### src/rtl/dift_trap_recorder.sv
// DIFT trap recorder: queues tag-check trap events, raises one exception
// request per queued event and exposes head, counters and overflow to CSRs.
module dift_trap_recorder #(
    parameter int DEPTH     = 4,
    parameter int CNT_WIDTH = 16
) (
    input  logic                       clk,
    input  logic                       rst_n,
    input  logic                       trap_i,
    input  logic [2:0]                 trap_type_i,
    input  logic [31:0]                trap_pc_i,
    input  logic [3:0]                 trap_tag_i,
    output logic                       exc_req_o,
    output logic [2:0]                 exc_type_o,
    input  logic                       exc_ack_i,
    input  logic                       csr_pop_i,
    output logic                       csr_valid_o,
    output logic [2:0]                 csr_head_type_o,
    output logic [31:0]                csr_head_pc_o,
    output logic [3:0]                 csr_head_tag_o,
    output logic [$clog2(DEPTH):0]     count_o,
    output logic                       overflow_o,
    input  logic                       overflow_clr_i,
    input  logic [2:0]                 cnt_sel_i,
    output logic [CNT_WIDTH-1:0]       cnt_o,
    input  logic                       cnt_clr_i
);

    localparam int PW = $clog2(DEPTH);
    localparam int CW = PW + 1;

    typedef enum logic [1:0] {IDLE, REQ, SERVICE} state_t;

    state_t                state_q, state_d;
    logic [2:0]            type_q [DEPTH];
    logic [2:0]            type_d [DEPTH];
    logic [31:0]           pc_q   [DEPTH];
    logic [31:0]           pc_d   [DEPTH];
    logic [3:0]            tag_q  [DEPTH];
    logic [3:0]            tag_d  [DEPTH];
    logic [PW-1:0]         rd_ptr_q, rd_ptr_d;
    logic [PW-1:0]         wr_ptr_q, wr_ptr_d;
    logic [CW-1:0]         count_q, count_d;
    logic                  overflow_q, overflow_d;
    logic [CNT_WIDTH-1:0]  cnt_q [5];
    logic [CNT_WIDTH-1:0]  cnt_d [5];

    logic valid_ev, empty, full, pop_ok, push_ok, drop;

    assign valid_ev = trap_i && (trap_type_i >= 3'd1) && (trap_type_i <= 3'd5);
    assign empty    = (count_q == '0);
    assign full     = (count_q == CW'(DEPTH));
    assign pop_ok   = csr_pop_i && !empty;
    // A pop at full frees the slot this cycle's push lands in.
    assign push_ok  = valid_ev && (!full || pop_ok);
    assign drop     = valid_ev && full && !pop_ok;

    always_comb begin
        type_d     = type_q;
        pc_d       = pc_q;
        tag_d      = tag_q;
        rd_ptr_d   = rd_ptr_q;
        wr_ptr_d   = wr_ptr_q;
        count_d    = count_q;
        overflow_d = overflow_q;
        if (push_ok) begin
            type_d[wr_ptr_q] = trap_type_i;
            pc_d[wr_ptr_q]   = trap_pc_i;
            tag_d[wr_ptr_q]  = trap_tag_i;
            wr_ptr_d         = wr_ptr_q + PW'(1);
        end
        if (pop_ok)
            rd_ptr_d = rd_ptr_q + PW'(1);
        if (push_ok && !pop_ok)
            count_d = count_q + CW'(1);
        else if (pop_ok && !push_ok)
            count_d = count_q - CW'(1);
        if (drop)
            overflow_d = 1'b1;
        else if (overflow_clr_i)
            overflow_d = 1'b0;
    end

    // Per-type saturating counters; a clear beats a coincident increment.
    always_comb begin
        cnt_d = cnt_q;
        for (int t = 0; t < 5; t++) begin
            if (cnt_clr_i && cnt_sel_i == 3'(t + 1))
                cnt_d[t] = '0;
            else if (valid_ev && trap_type_i == 3'(t + 1) && cnt_q[t] != '1)
                cnt_d[t] = cnt_q[t] + CNT_WIDTH'(1);
        end
    end

    always_ff @(posedge clk or negedge rst_n) begin
        if (!rst_n) begin
            for (int i = 0; i < DEPTH; i++) begin
                type_q[i] <= '0;
                pc_q[i]   <= '0;
                tag_q[i]  <= '0;
            end
            for (int t = 0; t < 5; t++)
                cnt_q[t] <= '0;
            rd_ptr_q   <= '0;
            wr_ptr_q   <= '0;
            count_q    <= '0;
            overflow_q <= 1'b0;
        end else begin
            type_q     <= type_d;
            pc_q       <= pc_d;
            tag_q      <= tag_d;
            cnt_q      <= cnt_d;
            rd_ptr_q   <= rd_ptr_d;
            wr_ptr_q   <= wr_ptr_d;
            count_q    <= count_d;
            overflow_q <= overflow_d;
        end
    end

    always_ff @(posedge clk or negedge rst_n) begin
        if (!rst_n)
            state_q <= IDLE;
        else
            state_q <= state_d;
    end

    always_comb begin
        state_d = state_q;
        unique case (state_q)
            IDLE:    if (!empty) state_d = REQ;
            REQ: begin
                if (exc_ack_i)   state_d = SERVICE;
                else if (pop_ok) state_d = IDLE;
            end
            SERVICE: if (csr_pop_i) state_d = IDLE;
            default: state_d = IDLE;
        endcase
    end

    always_comb begin
        exc_req_o       = (state_q == REQ);
        csr_valid_o     = !empty;
        csr_head_type_o = empty ? 3'd0  : type_q[rd_ptr_q];
        csr_head_pc_o   = empty ? 32'd0 : pc_q[rd_ptr_q];
        csr_head_tag_o  = empty ? 4'd0  : tag_q[rd_ptr_q];
        exc_type_o      = exc_req_o ? csr_head_type_o : 3'd0;
        count_o         = count_q;
        overflow_o      = overflow_q;
        cnt_o           = '0;
        unique case (cnt_sel_i)
            3'd1:    cnt_o = cnt_q[0];
            3'd2:    cnt_o = cnt_q[1];
            3'd3:    cnt_o = cnt_q[2];
            3'd4:    cnt_o = cnt_q[3];
            3'd5:    cnt_o = cnt_q[4];
            default: cnt_o = '0;
        endcase
    end

endmodule

### config.mk
export PLATFORM = sky130hd
export DESIGN_NAME = dift_trap_recorder
export DESIGN_NICKNAME = d
export VERILOG_FILES = /design/src/rtl/dift_trap_recorder.sv
export SDC_FILE = /design/constraint.sdc
export NUM_CORES = 1
export LEC_CHECK = 0
export ABC_AREA = 1
export BUFFER_PORTS_ARGS = -buffer_cell sky130_fd_sc_hd__buf_4
export CORE_ASPECT_RATIO = 2
export CORE_MARGIN = 5
export CORE_UTILIZATION = 50
export DETAILED_ROUTE_END_ITERATION = 7
export PLACE_DENSITY = 0.68
export SLEW_MARGIN = 10
export SYNTH_ARGS = -nofsm -noshare
export SYNTH_HDL_FRONTEND = slang
export SYNTH_SLANG_ARGS = --single-unit
### constraint.sdc
create_clock -name clk -period 2.5 [get_ports clk]
set_input_delay 0.25 -clock clk [delete_from_list [all_inputs] [get_ports clk]]
set_output_delay 0.25 -clock clk [all_outputs]
set_load 0.05 [all_outputs]
======== Yosys cells after proc, flatten, opt, wreduce, memory -nomap -nowiden ========
Cells that the tools add are included.
W data, S select, Z words.
operators by class
  equality and inequality tests ........... 21
  magnitude comparators ................... 5
  muxes and demuxes ....................... 42
  reductions and logical operators ........ 39
  bitwise logic cells ..................... 2
  add/subtract/negate cells ............... 9
operator list
  cell                     number
  $mux W16                 10
  $bwmux W128              1
  $mux W32                 4
  $add A16 B1 Y16 const B  5
  $ne A16 B16 Y1 const B   5
  $pmux W16 S5             1
  $bmux W32 S2             1
  $demux W32 S2            1
  $logic_and A1 B1 Y1      24
  $mux W3                  7
  $bwmux W16               1
  $mux W4                  4
  $eq A3 B3 Y1 const B     5
  $reduce_bool A2 Y1       7
  $bwmux W12               1
  $eq A3 B2 Y1 const B     4
  $bmux W4 S2              1
  $demux W4 S2             1
  $mux W2                  4
  $bmux W3 S2              1
  $demux W3 S2             1
  $eq A3 B1 Y1 const B     2
  $ge A3 B3 Y1 const B     2
  $not A2 Y3               2
  other kinds (17)         23
storage, ports and cells
  bits in registers ....................... 246
  word-level logic and storage cells ...... 140
  input bits .............................. 49
  output and inout bits ................... 64

======== Logic depth before layout (Yosys ltp) ========
Gate-level depths: netlist of run 1.
  depth after elaboration ................. 9
  mapped depth ............................ 11

======== Worst setup path before layout of run 1 ========
No wires, ideal clock.
  path kind ............................... register to output
  start ................................... register count_q[0], in the netlist count_o[0]
  end ..................................... output exc_type_o[1]
  stages on the path, launching flop included .. 7
  data arrival time ....................... 2.860 ns
  setup slack ............................. -0.610 ns
  data required time ...................... 2.250 ns
  cells stage by stage .................... dfrtp_1 > nor2_1 > nand2_1 > inv_1 > buf_2 > a21oi_1 > and2_1
between the ends
  longest elaborated chain between the ends .. 3
RTL lines
  element                 RTL line  text
  start, declared         43        logic [CW-1:0] count_q, count_d;
  start signal, assigned  115       count_q <= count_d;
  $logic_not A3 Y1        51        assign empty = (count_q == '0);
  $mux W3                 143       csr_head_type_o = empty ? 3'd0 : type_q[rd_ptr_q];
  net csr_head_type_o[1]  18        output logic [2:0] csr_head_type_o,
  $mux W3                 146       exc_type_o = exc_req_o ? csr_head_type_o : 3'd0;
  end, declared           14        output logic [2:0] exc_type_o,
The timed path passes the listed nets, and every way through them passes these cells.

======== Final worst setup path of run 1 ========
  start ................................... register count_q[1], in the netlist count_o[1]
  end ..................................... output exc_type_o[1]
between the ends
  longest elaborated chain between the ends .. 3
RTL lines
  element           RTL line
  $logic_not A3 Y1  51
  $mux W3           143
  $mux W3           146
No other way between the ends.

==> impl_metrics.toml, run 1 <==
[flow_run]
maxCapViolations = 0

[setup_path]
crit_slowest_cell = "dfrtp_1"
worstSetupStartpoint = "count_o[1]"
critPathKind = "flop to primary output"
crit_chain = "nor2_1 -> nand2_2 -> inv_1 -> buf_6 -> a21oi_2 -> and2_2 -> buf_4"
cp-end-kind = "primary output"
crit_fanout = 39
cp_top_family = "buffers and inverters"
worstPathRequired_ns = 2.25
cp.arrival_ns = 2.13
cp-start-kind = "flop"
slowest_delay_ns = 0.42
r2r_start = "count_o[1]"
cp_num_buf_inv = 3

[floorplanning]
dieWidth_um = 125.0
die_h_um = 240.1
start_util = 0.5056
ios = 113
die_area_sq_um = 30010
rows = 84
fp.coreArea_sq_um = 26170

[sta]
finalSetupTns_ns = 0
worst_pin_slew_ns = 0.6871
whs_ns = 0.04036
slew_headroom = 0.5402
grt_setup_unrepaired = "false"
timing.final.max_slew_violations = 0
max_freq_ghz = 0.4202
fin_crit_ns = 2.380
finClkSkew_ns = 0.01218
hold_violations = 0
setup_violations = 0
period_share = 0.9518

[drt]
ant_nets = 0
viasPerCell = 5.484
wl_per_cell_um = 16.86
drt_iter0_markers = 1019
finalWirelength_mm = 37.37
first_pass_iters = 6
via_count = 12150
drc = 0

[placement]
hpwl_mm = 26.10
finalWeightedCongestion = 0.9874
placedCellCount = 2172
port_buffers = 112

[synth]
yosys_warnings = 0
synthTopCellsByArea = "dfrtp_1 47%, nand2_1 13%, o21ai_0 9.9%"
synth_top_cell_by_area = "dfrtp_1"
seq_area_frac_synth = 0.4652
synth.avg_cell_area_sq_um = 7.467
syn_area_sq_um = 13230
synth_edf_count = 0
synth-async-reset-ratio = 1.000
synth_cell_types = 36
syn-instance-count = 1772
synth_top_area_share = 0.4652
synth_nets = 1832
netlist_top_cells_count = "473 x nand2_1, 262 x o21ai_0, 259 x nor2_1"
synthFlopType = "dfrtp_1"
synth-seq-cells = 246
yosysMostFrequentCell = "nand2_1"

[cells_and_area]
syn_to_final_growth_pct = 14.53
fin_cells = 2216
nets = 1916
nFillCells = 2486
antenna_cells = 0
final_util = 0.5791
final_layout_size_suffix_gt1_frac = 0.1234

[clock_tree]
cts_tree = "yes"
cts_sinks = 246
clk_path_buf_depth = 3
cts_setup_buffers = 0
clk_pin_slew_worst_paths_ns = 0.06
cts-htree-levels = 1
numCtsBuffers = 23
root_buffer = "clkbuf_16"
clk_latency_ns = 0.52

[global_routing]
antenna_found_initial = 0
grt_pass1_wl_mm = 60.20
grt.overflow.total = 0
grtUsageTotal = 0.2461
grt_max_degree = 81
grt_pass1_vias = 11960

[power]
switching_share = 0.4490
fin_total_pwr_w = 0.01766
p_int_w = 0.009731
powerDensity_nw_per_um2 = 1165
ir_drop_mv = 0.6521
p_clk_frac = 0.198
power.switching_w = 0.007931
leakage_nw = 7.300
p_comb_frac = 0.462
seqPwrFrac = 0.340

[worst_hold_path]
hp-start = "trap_pc_i[19]"
hold_path_class = "input pin to flop"

[run_status]
status = "finished clean"
-- layout make-up --
class	instances	area, sq um	share of cell area
clock buffer	32	659.4	0.04351
clock inverter	9	83.83	0.005532
inverter	134	505.5	0.03336
multi-input combinational	1309	6141	0.4052
sequential	246	6158	0.4064
tap	344	430.4	0.02840
timing repair buffer	142	1176	0.07761
-- metrics by stage --
| step | cell area, sq um | worst slack, ns |
|---|---|---|
| finish | 15150 | 0.1204 |
| global route | 15150 | 0.01118 |
| CTS | 15150 | 0.09281 |
| detailed placement | 14370 | 0.3060 |
| global placement | 14370 | 0.3348 |
| floorplan | 13250 | -0.1101 |
-- worst reg2reg max path, cell delays in order, from the launching register on --
cell	delay, ns
dfrtp_1	0.42
nor2_1	0.18
nand3_1	0.16
nand2_2	0.15
inv_4	0.07
ha_1	0.17
inv_1	0.10
fa_1	0.43
mux2_2	0.27
-- state kept, by name (all words and copies together) (netlist names) --
register,cells
rd_ptr_q,2
tag_q,16
count_o,3
type_q,12
cnt_q,80
pc_q,128
state_q,2
wr_ptr_q,2
overflow_o,1
-- logic make-up (layout without fill, tap and decap cells) --
group,after synthesis,after routing,synth area share
AOI/OAI and AO/OA,342,342,0.1328
adders and majority gates,11,11,0.01097
and+or+nand+nor,921,921,0.2957
buffers and inverters,217,317,0.07196
muxes,1,1,0.0008510
DFF,246,246,0.4652
xor gates and xnor gates,34,34,0.02251
-- what timing repair did --
| action | 4_1_cts | 5_1_grt |
|---|---|---|
| gates resized for setup | 1 | 1 |
| endpoints found under the setup margin | 2 | 1 |
| hold endpoints to repair | 75 | 0 |
| hold buffers | 3 | 0 |
-- routing by layer --
metal,track usage,vias to the layer above,routed length [um]
met2,0.4463,382,19440
met5,0,-,0
met3,0.03335,124,1679
li1,-,5916,-
met4,0.1539,0,2460
met1,0.2696,5730,13790
-- cells in the final DEF (no fill, tap or decap), types with 8 or more instances in the layout --
cell and instances:
nand4_1 61, nand3_1 90, nor2_4 8, a21oi_1 43
nand2_2 11, o22ai_1 17, o21ai_0 262, nor2_1 259
inv_1 123, buf_4 129, clkbuf_16 23, inv_2 9
ha_1 10, xor2_1 32, dfrtp_1 244, o21ai_1 8
nand2_1 472
-- power groups by stage --
stage	Clock, W	Combinational, W	Sequential, W
4_1_cts	0.00359	0.00824	0.00599
5_1_grt	0.00375	0.00890	0.00615
3_3_place_gp	0	0.00808	0.00601
2_1_floorplan	0	0.00584	0.00595
6_report	0.00349	0.00817	0.00601
3_5_place_dp	0	0.00820	0.00605
-- final timing paths --
path / to / slack [ns] / cells after the start
max in group asynchronous: count_o[0] / 1.46 / 3
min in group asynchronous: pc_q[16] / 0.29 / 2
setup reg to reg: count_o[1] / 0.44 / 8
hold reg to reg: type_q[7] / 0.48 / 2
setup / recovery: exc_type_o[1] / 0.12 / 7
hold / removal: pc_q[83] / 0.04 / 3
Note: power is estimated with default switching activity, not from simulation.
==> run 2, diff against run 1 <==
- CORE_ASPECT_RATIO: 2 -> default
==> impl_metrics.toml, run 2 (same netlist as run 1, synthesis figures left out) <==
[run_status]
status = "finished clean"

[floorplanning]
die_area_sq_um = 29820
rows = 59
fp.coreArea_sq_um = 26060
start_util = 0.5078
ios = 113
dieWidth_um = 172.7
die_h_um = 172.7

[clock_tree]
clk_path_buf_depth = 3
cts_sinks = 246
cts_setup_buffers = 0
numCtsBuffers = 28
root_buffer = "clkbuf_16"
clk_latency_ns = 0.54
clk_pin_slew_worst_paths_ns = 0.06
cts_tree = "yes"
cts-htree-levels = 1

[sta]
slew_headroom = 0.5708
hold_violations = 0
max_freq_ghz = 0.4157
finClkSkew_ns = 0.01108
worst_pin_slew_ns = 0.6438
finalSetupTns_ns = 0
setup_violations = 0
period_share = 0.9623
timing.final.max_slew_violations = 0
grt_setup_unrepaired = "true"
fin_crit_ns = 2.406
whs_ns = 0.02060

[placement]
hpwl_mm = 22.59
port_buffers = 112
finalWeightedCongestion = 0.9166

[setup_path]
slowest_delay_ns = 0.43
cp-end-kind = "primary output"
crit_end = "csr_head_pc_o[3]"
crit_chain = "clkinv_2 -> buf_12 -> o21ai_0 -> a21oi_1 -> buf_4"
cp-start-kind = "flop"
worstPathRequired_ns = 2.25
crit_slowest_cell = "dfrtp_2"
cp.arrival_ns = 2.16
critPathKind = "flop to primary output"
reg2reg_to = "count_o[2]"
r2r_start = "count_o[1]"
reg2reg_depth = 11
crit_fanout = 62
r2r_slack_ns = 0.45
worstSetupStartpoint = "rd_ptr_q[0]"

[power]
fin_total_pwr_w = 0.01835
p_comb_frac = 0.443
powerDensity_nw_per_um2 = 1194
power.switching_w = 0.008017
leakage_nw = 7.412
p_clk_frac = 0.228
ir_drop_mv = 1.030
seqPwrFrac = 0.329
switching_share = 0.4369
p_int_w = 0.01033

[drt]
drt_iter0_markers = 1026
wl_per_cell_um = 15.65
first_pass_iters = 5
via_count = 11960
drc = 0
finalWirelength_mm = 34.61
viasPerCell = 5.410
ant_nets = 0

[global_routing]
grtUsageTotal = 0.2265
grt_max_degree = 81
antenna_found_initial = 0
grt_pass1_vias = 11580
grt_pass1_wl_mm = 57.91
grt.overflow.total = 0

[cells_and_area]
syn_to_final_growth_pct = 16.10
largest_reg_flops = 128
nets = 1914
antenna_cells = 0
regMostFlops = "pc_q"
final_layout_size_suffix_gt1_frac = 0.1258
final_util = 0.5895
final_cell_mix = "472 x nand2_1, 261 x o21ai_0, 259 x nor2_1, 243 x dfrtp_1, 123 x inv_1"
nFillCells = 2437
final_common_cell = "nand2_1"
reg_top3 = "pc_q (128), cnt_q (80), tag_q (16)"

[flow_run]
maxCapViolations = 0

[worst_hold_path]
hp-start = "trap_pc_i[2]"
hold_path_class = "input pin to flop"
## run 2: cell count changes in the layout (fill, tap and decap cells not counted), sizes merged
| cell | before | now |
|---|---|---|
| clkinv | 4 | 13 |
| clkinvlp | 4 | 1 |
| bufinv | 1 | 3 |
| buf | 139 | 130 |
| dlygate4sd3 | 3 | 4 |
| inv | 134 | 133 |
| clkbuf | 32 | 37 |
## run 2: worst max-delay path, delay by kind of cell, from the launching register on
family,cells,cell delay (ns)
compound gates,2,0.41
flops,1,0.43
buf+inv,3,0.73
## run 2: power by group through the flow
stage | Clock (W) | Sequential, W | Combinational [W]
floorplan | 0 | 0.00595 | 0.00584
global placement | 0 | 0.00601 | 0.00806
detailed placement | 0 | 0.00607 | 0.00815
CTS | 0.00428 | 0.00601 | 0.00820
global route | 0.00445 | 0.00619 | 0.00894
finish | 0.00418 | 0.00603 | 0.00813
## run 2: cell type report
class                   count  area [sq um]  area share
multi-input cells        1309          6141      0.3997
well taps                 335         419.2     0.02728
clock buffers              36         780.7     0.05082
clock inverters            16         172.7     0.01124
flip-flops and latches    246          6160      0.4010
repair buffers            135          1182     0.07697
inverters                 134         506.7     0.03299
## run 2: timing repair
item	in CTS	in global routing
setup endpoints to repair	3	7
hold buffers	4	0
endpoints found under the hold margin	78	0
gates resized for setup	1	5
gates cloned	0	0
## run 2: through the flow
step | setup WS [ns] | area [sq um] | cells
after floorplan | -0.1101 | 13250 | 1772
final | 0.09420 | 15360 | 2211
after global placement | 0.4862 | 14350 | 2155
after detailed placement | 0.4344 | 14350 | 2155
after CTS | 0.05613 | 15350 | 2211
after global routing | -0.003197 | 15360 | 2211
## run 2: how the worst min path moves through the flow
stage               slack (ns)        end  depth (start not counted)
floorplan                -0.05   cnt_q[0]                          0
global placement          0.29  pc_q[123]                          1
detailed placement        0.29   pc_q[93]                          1
CTS                      0.007  pc_q[123]                          3
global route              0.02    pc_q[8]                          3
finish                    0.02   pc_q[34]                          3
## run 2: metal layers
| layer | vias up | GRT usage | share of wire |
|---|---|---|---|
| met1 | 5605 | 0.3062 | 0.45 |
| met5 | - | 0 | 0 |
| met3 | 78 | 0.03188 | 0.054 |
| met4 | 0 | 0.07009 | 0.032 |
| li1 | 5914 | - | - |
| met2 | 365 | 0.3806 | 0.47 |
